`config.mk`:
```
export PLATFORM = sky130hd
export DESIGN_NAME = mem_bus_arbiter
export DESIGN_NICKNAME = d
export VERILOG_FILES = /design/src/rtl/mem_bus_arbiter_pkg.sv /design/src/rtl/mem_bus_arb_pick.sv /design/src/rtl/mem_bus_arbiter.sv
export SDC_FILE = /design/constraint.sdc
export NUM_CORES = 1
export LEC_CHECK = 0
export CAP_MARGIN = 20
export CORE_ASPECT_RATIO = 1.5
export CORE_MARGIN = 5
export CORE_UTILIZATION = 36
export DETAILED_ROUTE_END_ITERATION = 8
export GPL_TIMING_DRIVEN = 0
export PLACE_DENSITY = 0.81
export SLEW_MARGIN = 25
export SYNTH_ARGS = -nofsm -noshare
export SYNTH_HDL_FRONTEND = slang
export SYNTH_HIERARCHICAL = 1
export SYNTH_SLANG_ARGS = --single-unit
export TNS_END_PERCENT = 10
```
`constraint.sdc`:
```
create_clock -name clk -period 2.3 [get_ports clk]
set_clock_uncertainty 0.05 [all_clocks]
set_input_delay 0.46 -clock clk [delete_from_list [all_inputs] [get_ports clk]]
set_output_delay 0.46 -clock clk [all_outputs]
set_load 0.005 [all_outputs]
```
`src/rtl/mem_bus_arbiter_pkg.sv`:
```
// Shared types and constants for the instruction/data memory bus arbiter.
// Latency: none; this package holds declarations only.
// Backpressure: not applicable.
package mem_bus_arbiter_pkg;

  // Default bus widths, matching the core's instruction-address and register buses
  localparam int INST_ADDR_W = 32;
  localparam int REG_W       = 32;

  // Arbiter FSM encodings
  typedef enum logic [1:0] {
    ArbIdle = 2'd0,
    ArbGntI = 2'd1,
    ArbGntD = 2'd2
  } arb_state_t;

  // Completion/error signal levels
  localparam logic ACK_ON  = 1'b1;
  localparam logic ACK_OFF = 1'b0;
  localparam logic ERR_ON  = 1'b1;
  localparam logic ERR_OFF = 1'b0;

  // Width of a counter that must hold the values 0 .. n-1
  function automatic int cnt_w(input int n);
    return (n <= 2) ? 1 : $clog2(n);
  endfunction

endpackage

```
`src/rtl/mem_bus_arb_pick.sv`:
```
// Winner select for the next slave grant: data first unless instruction has waited too long.
// Latency: combinational.
// Backpressure: none; the caller only samples the pick while idle.
module mem_bus_arb_pick
  import mem_bus_arbiter_pkg::*;
#(
  parameter int D_MAX_CONSEC = 4,
  parameter int DC_W         = 3
) (
  input  logic            i_req,
  input  logic            d_req,
  input  logic [DC_W-1:0] d_cnt,
  output logic            pick_i,
  output logic            pick_d
);

  logic d_limit;

  // Data wins unless it has used up its run of back-to-back grants while a fetch waits
  always_comb begin
    d_limit = i_req && (d_cnt == DC_W'(D_MAX_CONSEC));
    pick_d  = d_req && !d_limit;
    pick_i  = i_req && !pick_d;
  end

endmodule

```
`src/rtl/mem_bus_arbiter.sv`:
```
// Shares one single-ported slave between the fetch and data masters, one transaction at a time.
// Latency: request in idle -> m_req next cycle -> ack in the m_ack cycle; one idle bubble between grants.
// Backpressure: masters hold req until ack; stall requests freeze IF/MEM; slave silence ends in a timeout error.
module mem_bus_arbiter
  import mem_bus_arbiter_pkg::*;
#(
  parameter int ADDR_W       = INST_ADDR_W,
  parameter int DATA_W       = REG_W,
  parameter int TIMEOUT      = 255,
  parameter int D_MAX_CONSEC = 4
) (
  input  logic              clk,
  input  logic              rst,
  input  logic              i_req,
  input  logic [ADDR_W-1:0] i_addr,
  output logic              i_ack,
  output logic              i_err,
  output logic [DATA_W-1:0] i_rdata,
  input  logic              d_req,
  input  logic              d_we,
  input  logic [3:0]        d_sel,
  input  logic [ADDR_W-1:0] d_addr,
  input  logic [DATA_W-1:0] d_wdata,
  output logic              d_ack,
  output logic              d_err,
  output logic [DATA_W-1:0] d_rdata,
  output logic              m_req,
  output logic              m_we,
  output logic [3:0]        m_sel,
  output logic [ADDR_W-1:0] m_addr,
  output logic [DATA_W-1:0] m_wdata,
  input  logic [DATA_W-1:0] m_rdata,
  input  logic              m_ack,
  output logic              stallreq_if,
  output logic              stallreq_mem
);

  localparam int TO_W = cnt_w(TIMEOUT);
  localparam int DC_W = cnt_w(D_MAX_CONSEC + 1);

  arb_state_t      state;
  logic [TO_W-1:0] cnt;
  logic [DC_W-1:0] d_cnt;
  logic            pick_i;
  logic            pick_d;
  logic            last_cyc;
  logic            gnt_done;

  mem_bus_arb_pick #(
    .D_MAX_CONSEC(D_MAX_CONSEC),
    .DC_W        (DC_W)
  ) u_pick (
    .i_req (i_req),
    .d_req (d_req),
    .d_cnt (d_cnt),
    .pick_i(pick_i),
    .pick_d(pick_d)
  );

  // Completion is the slave ack, or the last allowed grant cycle; a late ack still beats the timeout
  always_comb begin
    last_cyc = (cnt == TO_W'(TIMEOUT - 1));
    gnt_done = (state != ArbIdle) && (m_ack || last_cyc);
  end

  // Grant FSM, timeout counter, data-run counter and the registered slave request
  always_ff @(posedge clk or negedge rst) begin
    if (!rst) begin
      state   <= ArbIdle;
      cnt     <= '0;
      d_cnt   <= '0;
      m_req   <= 1'b0;
      m_we    <= 1'b0;
      m_sel   <= 4'b0000;
      m_addr  <= '0;
      m_wdata <= '0;
    end else begin
      case (state)
        ArbIdle: begin
          if (pick_d) begin
            state   <= ArbGntD;
            cnt     <= '0;
            m_req   <= 1'b1;
            m_we    <= d_we;
            m_sel   <= d_sel;
            m_addr  <= d_addr;
            m_wdata <= d_wdata;
            if (d_cnt != DC_W'(D_MAX_CONSEC)) begin
              d_cnt <= d_cnt + 1'b1;
            end
          end else if (pick_i) begin
            // Fetches are full-word reads
            state   <= ArbGntI;
            cnt     <= '0;
            d_cnt   <= '0;
            m_req   <= 1'b1;
            m_we    <= 1'b0;
            m_sel   <= 4'b1111;
            m_addr  <= i_addr;
            m_wdata <= '0;
          end
        end
        ArbGntI, ArbGntD: begin
          if (gnt_done) begin
            state <= ArbIdle;
            m_req <= 1'b0;
          end else begin
            cnt <= cnt + 1'b1;
          end
        end
        default: begin
          state <= ArbIdle;
          m_req <= 1'b0;
        end
      endcase
    end
  end

  // Per-master completion strobes; read data is forced to zero except on a real slave ack
  always_comb begin
    i_ack   = ACK_OFF;
    i_err   = ERR_OFF;
    i_rdata = '0;
    d_ack   = ACK_OFF;
    d_err   = ERR_OFF;
    d_rdata = '0;
    if (state == ArbGntI) begin
      if (m_ack || last_cyc) i_ack = ACK_ON;
      if (!m_ack && last_cyc) i_err = ERR_ON;
      if (m_ack) i_rdata = m_rdata;
    end
    if (state == ArbGntD) begin
      if (m_ack || last_cyc) d_ack = ACK_ON;
      if (!m_ack && last_cyc) d_err = ERR_ON;
      if (m_ack) d_rdata = m_rdata;
    end
    stallreq_if  = i_req && !i_ack;
    stallreq_mem = d_req && !d_ack;
  end

endmodule
```
==> impl_results.md <==
- Outcome: complete, but fails checks
- Failing checks: negative setup slack
- Worst R2R Start: state[0]
- DRT iter0 DRCs: 165
- 1st-pass router iterations: 4
- Worst setup path start: m_ack
- Port-buffer cells: 277
- Mapped Nets: 551
- Post-synth top cells: 83 x dfrtp_1, 66 x and3_1, 44 x nand2_1
- Critical Path AT: 1800 ps
- Unique masters post-synth: 39
- Final cell utilization of the core: 0.666
- Hold Fails Final Rpt: 0
- Top Ports: 278
- Initial antenna violation count: 0
- CTS root buffer: clkbuf_16
- Hold slack final: 64.3 ps
- Sw Share: 0.332
- Via density: 5.17
- Hold WC Path Type: primary input to async pin
- Max stage delay on crit path: 490 ps
- FF-to-FF End: cnt[3]
- Cells after synthesis: 406
- Achievable clock frequency: 0.433 GHz
- Routability Congestion: 0.945
- Share of cells above drive strength 1: 0.110
- Area grow syn2layout: 82.8%
- Clock Latency Late Sink: 330 ps
- RSZ-0062 raised after global routing: yes
- Yosys warns: 6
- Wire length per cell: 18.8 um
- Total global-route track usage: 0.223
- Most frequent cell after synthesis: dfrtp_1
- Max VDD drop: 669 uV
- Inserted Clock Buffers: 9
- Number of diodes: 0
- Crit path time final: 2310 ps
- Post-synth EDFFs: 0
- Switching power total: 2710 uW
- Via count: 4450
- Comb pwr share: 0.487
- Filler Cell Count: 911
- Clock group share of total power: 0.202
- CTS tree: yes
- Setup TNS: -7.91 ps
- Post-synthesis register bit count: 83
- Buf/Inv on CP: 4
- Total power: 8160 uW
- Setup WS post-layout: -7.91 ps
- Length in cells of the worst reg-to-reg path: 8
- Leakage: 0.00382 uW
- Final setup vio count: 1
- Post-synth top area share: 0.497
- Tightest Pin Transition: 570 ps
- Area of the multi-input gates: 0.00196 mm2
- Final Cycle Share: 1.00
- Main synth FF type: dfrtp_1
- Dominant cells by area after synthesis: dfrtp_1 50%, and3_1 9.9%, mux2i_1 7.9%
- Delay-heaviest family, CP: buffers and inverters
- Clock slew at reported path FFs: 60 ps
- Sequential share of power: 0.311
- Num Clock Sinks: 83
- Syn Std Cell Area: 0.00418 mm2
- Max Cap Violations: 0
- Post-synthesis sequential area ratio: 0.497
- Final Max Slew Viols: 0
- Cells along the critical path: clkdlybuf4s18_2, clkbuf_8, buf_2, and3_1, clkdlybuf4s50_1
- Hold buffers post-CTS: 0
- Yosys top cell by area: dfrtp_1
- Gr ovfl total: 0
- Site Rows: 48
- Post-DRT Antenna Nets: 0
- Detail Placement HPWL: 12900 um
- Die height: 142 um
- Cell Pwr Density: 1070 mW/mm2
- Core area: 0.0115 mm2
- CP Depth: 5
- Starting Density: 0.365
- FF/Latch Area: 0.00208 mm2
- Worst setup EP type: output port
- Die area: 0.0139 mm2
- Vias in the first global route: 4877
- Synth async-reset ratio: 1.00
- First-pass GRT wire length: 24900 um
- CP Class: primary input to output port
- Routed WL: 16100 um
- H-tree levels: 3
- Flop2flop setup slack: 170 ps
- Largest net degree at the start of global routing: 46
- Die width: 98.0 um
- Internal power: 5450 uW
- Crit path max fanout: 10
- WP data required: 1790 ps
- Worst relative slew slack: 0.620
- Slowest cell on crit path: clkdlybuf4s50_1
- CP Launch Type: primary input
- Final #Nets: 850
- Avg Inst Size Synth: 10.3 um2
- Clock buffer depth: 2
- # DRC: 0
cell families (layout without fill, tap and decap cells):
family / Yosys count / after routing / synth area share
and+or+nand+nor: 144 / 144 / 0.187
muxes: 33 / 33 / 0.0790
buffers and inverters: 44 / 348 / 0.0461
DFF: 83 / 83 / 0.497
adders and majority gates: 7 / 7 / 0.0209
AOI/OAI and AO/OA: 95 / 95 / 0.170
power groups by stage:
| stage | sequential, uW | clock (uW) | combinational (uW) |
|---|---|---|---|
| floorplan | 2540 | 0 | 1580 |
| global placement | 2520 | 0 | 3720 |
| detailed placement | 2540 | 0 | 3830 |
| CTS | 2530 | 1670 | 3970 |
| global route | 2610 | 1720 | 4310 |
| finish | 2540 | 1650 | 3970 |
cell type report:
class / instances / share of cell area
timing repair buffer: 288 / 0.365
clock buffer: 11 / 0.0318
tap: 150 / 0.0246
clock inverter: 5 / 0.0131
multi-input combinational: 279 / 0.257
buffer: 36 / 0.0329
sequential: 83 / 0.272
inverter: 8 / 0.00393
cells in the final DEF (no fill, tap or decap), types with 3 or more instances in the layout:
cell type,count
bufinv_16,3
a22o_1,34
nand2_1,44
mux2i_1,33
nand3_1,14
and3_1,63
o211ai_1,3
dfrtp_1,82
ha_1,5
clkdlybuf4s50_1,211
clkbuf_8,7
buf_2,17
o311ai_2,4
dlygate4sd2_1,60
o21ai_1,35
inv_1,6
clkbuf_1,8
nor2b_1,6
clkbuf_16,9
buf_4,10
buf_6,3
o22a_1,4
clkbuf_2,3
what timing repair did:
item,in CTS,in global routing
cloned,1,0
gates resized for setup,115,10
endpoints found under the setup margin,114,13
pin swaps,1,0
buffers inserted,7,2
worst max-delay path by stage:
| stage | endpoint | slack, ps |
|---|---|---|
| CTS | d_rdata[31] | -130 |
| global placement | m_wdata[8] | -2090 |
| floorplan | stallreq_if | 470 |
| detailed placement | i_rdata[15] | -760 |
| global route | i_err | -60 |
| finish | d_rdata[22] | -8 |
per-stage QoR:
stage	setup slack (ps)	cell area (um2)	cells
4_1_cts	-131	7610	858
6_report	-7.91	7640	860
2_1_floorplan	465	4180	406
5_1_grt	-59.0	7640	860
3_5_place_dp	-757	7160	834
3_3_place_gp	-2090	7140	833
registers in the layout, indices dropped and copies added, names as in the netlist:
name	count
m_req	1
m_addr	32
m_we	1
d_cnt	3
m_sel	4
m_wdata	32
state	2
cnt	8
per-layer routing:
metal / up-vias / global-route usage / share of wire / wire length [um]
li1: 2071 / - / - / -
met1: 2091 / 0.223 / 0.34 / 5450
met2: 239 / 0.416 / 0.53 / 8500
met3: 49 / 0.0696 / 0.089 / 1430
met4: 0 / 0.105 / 0.046 / 743
met5: - / 0 / 0 / 0
Note: power is estimated with default switching activity, not from simulation.
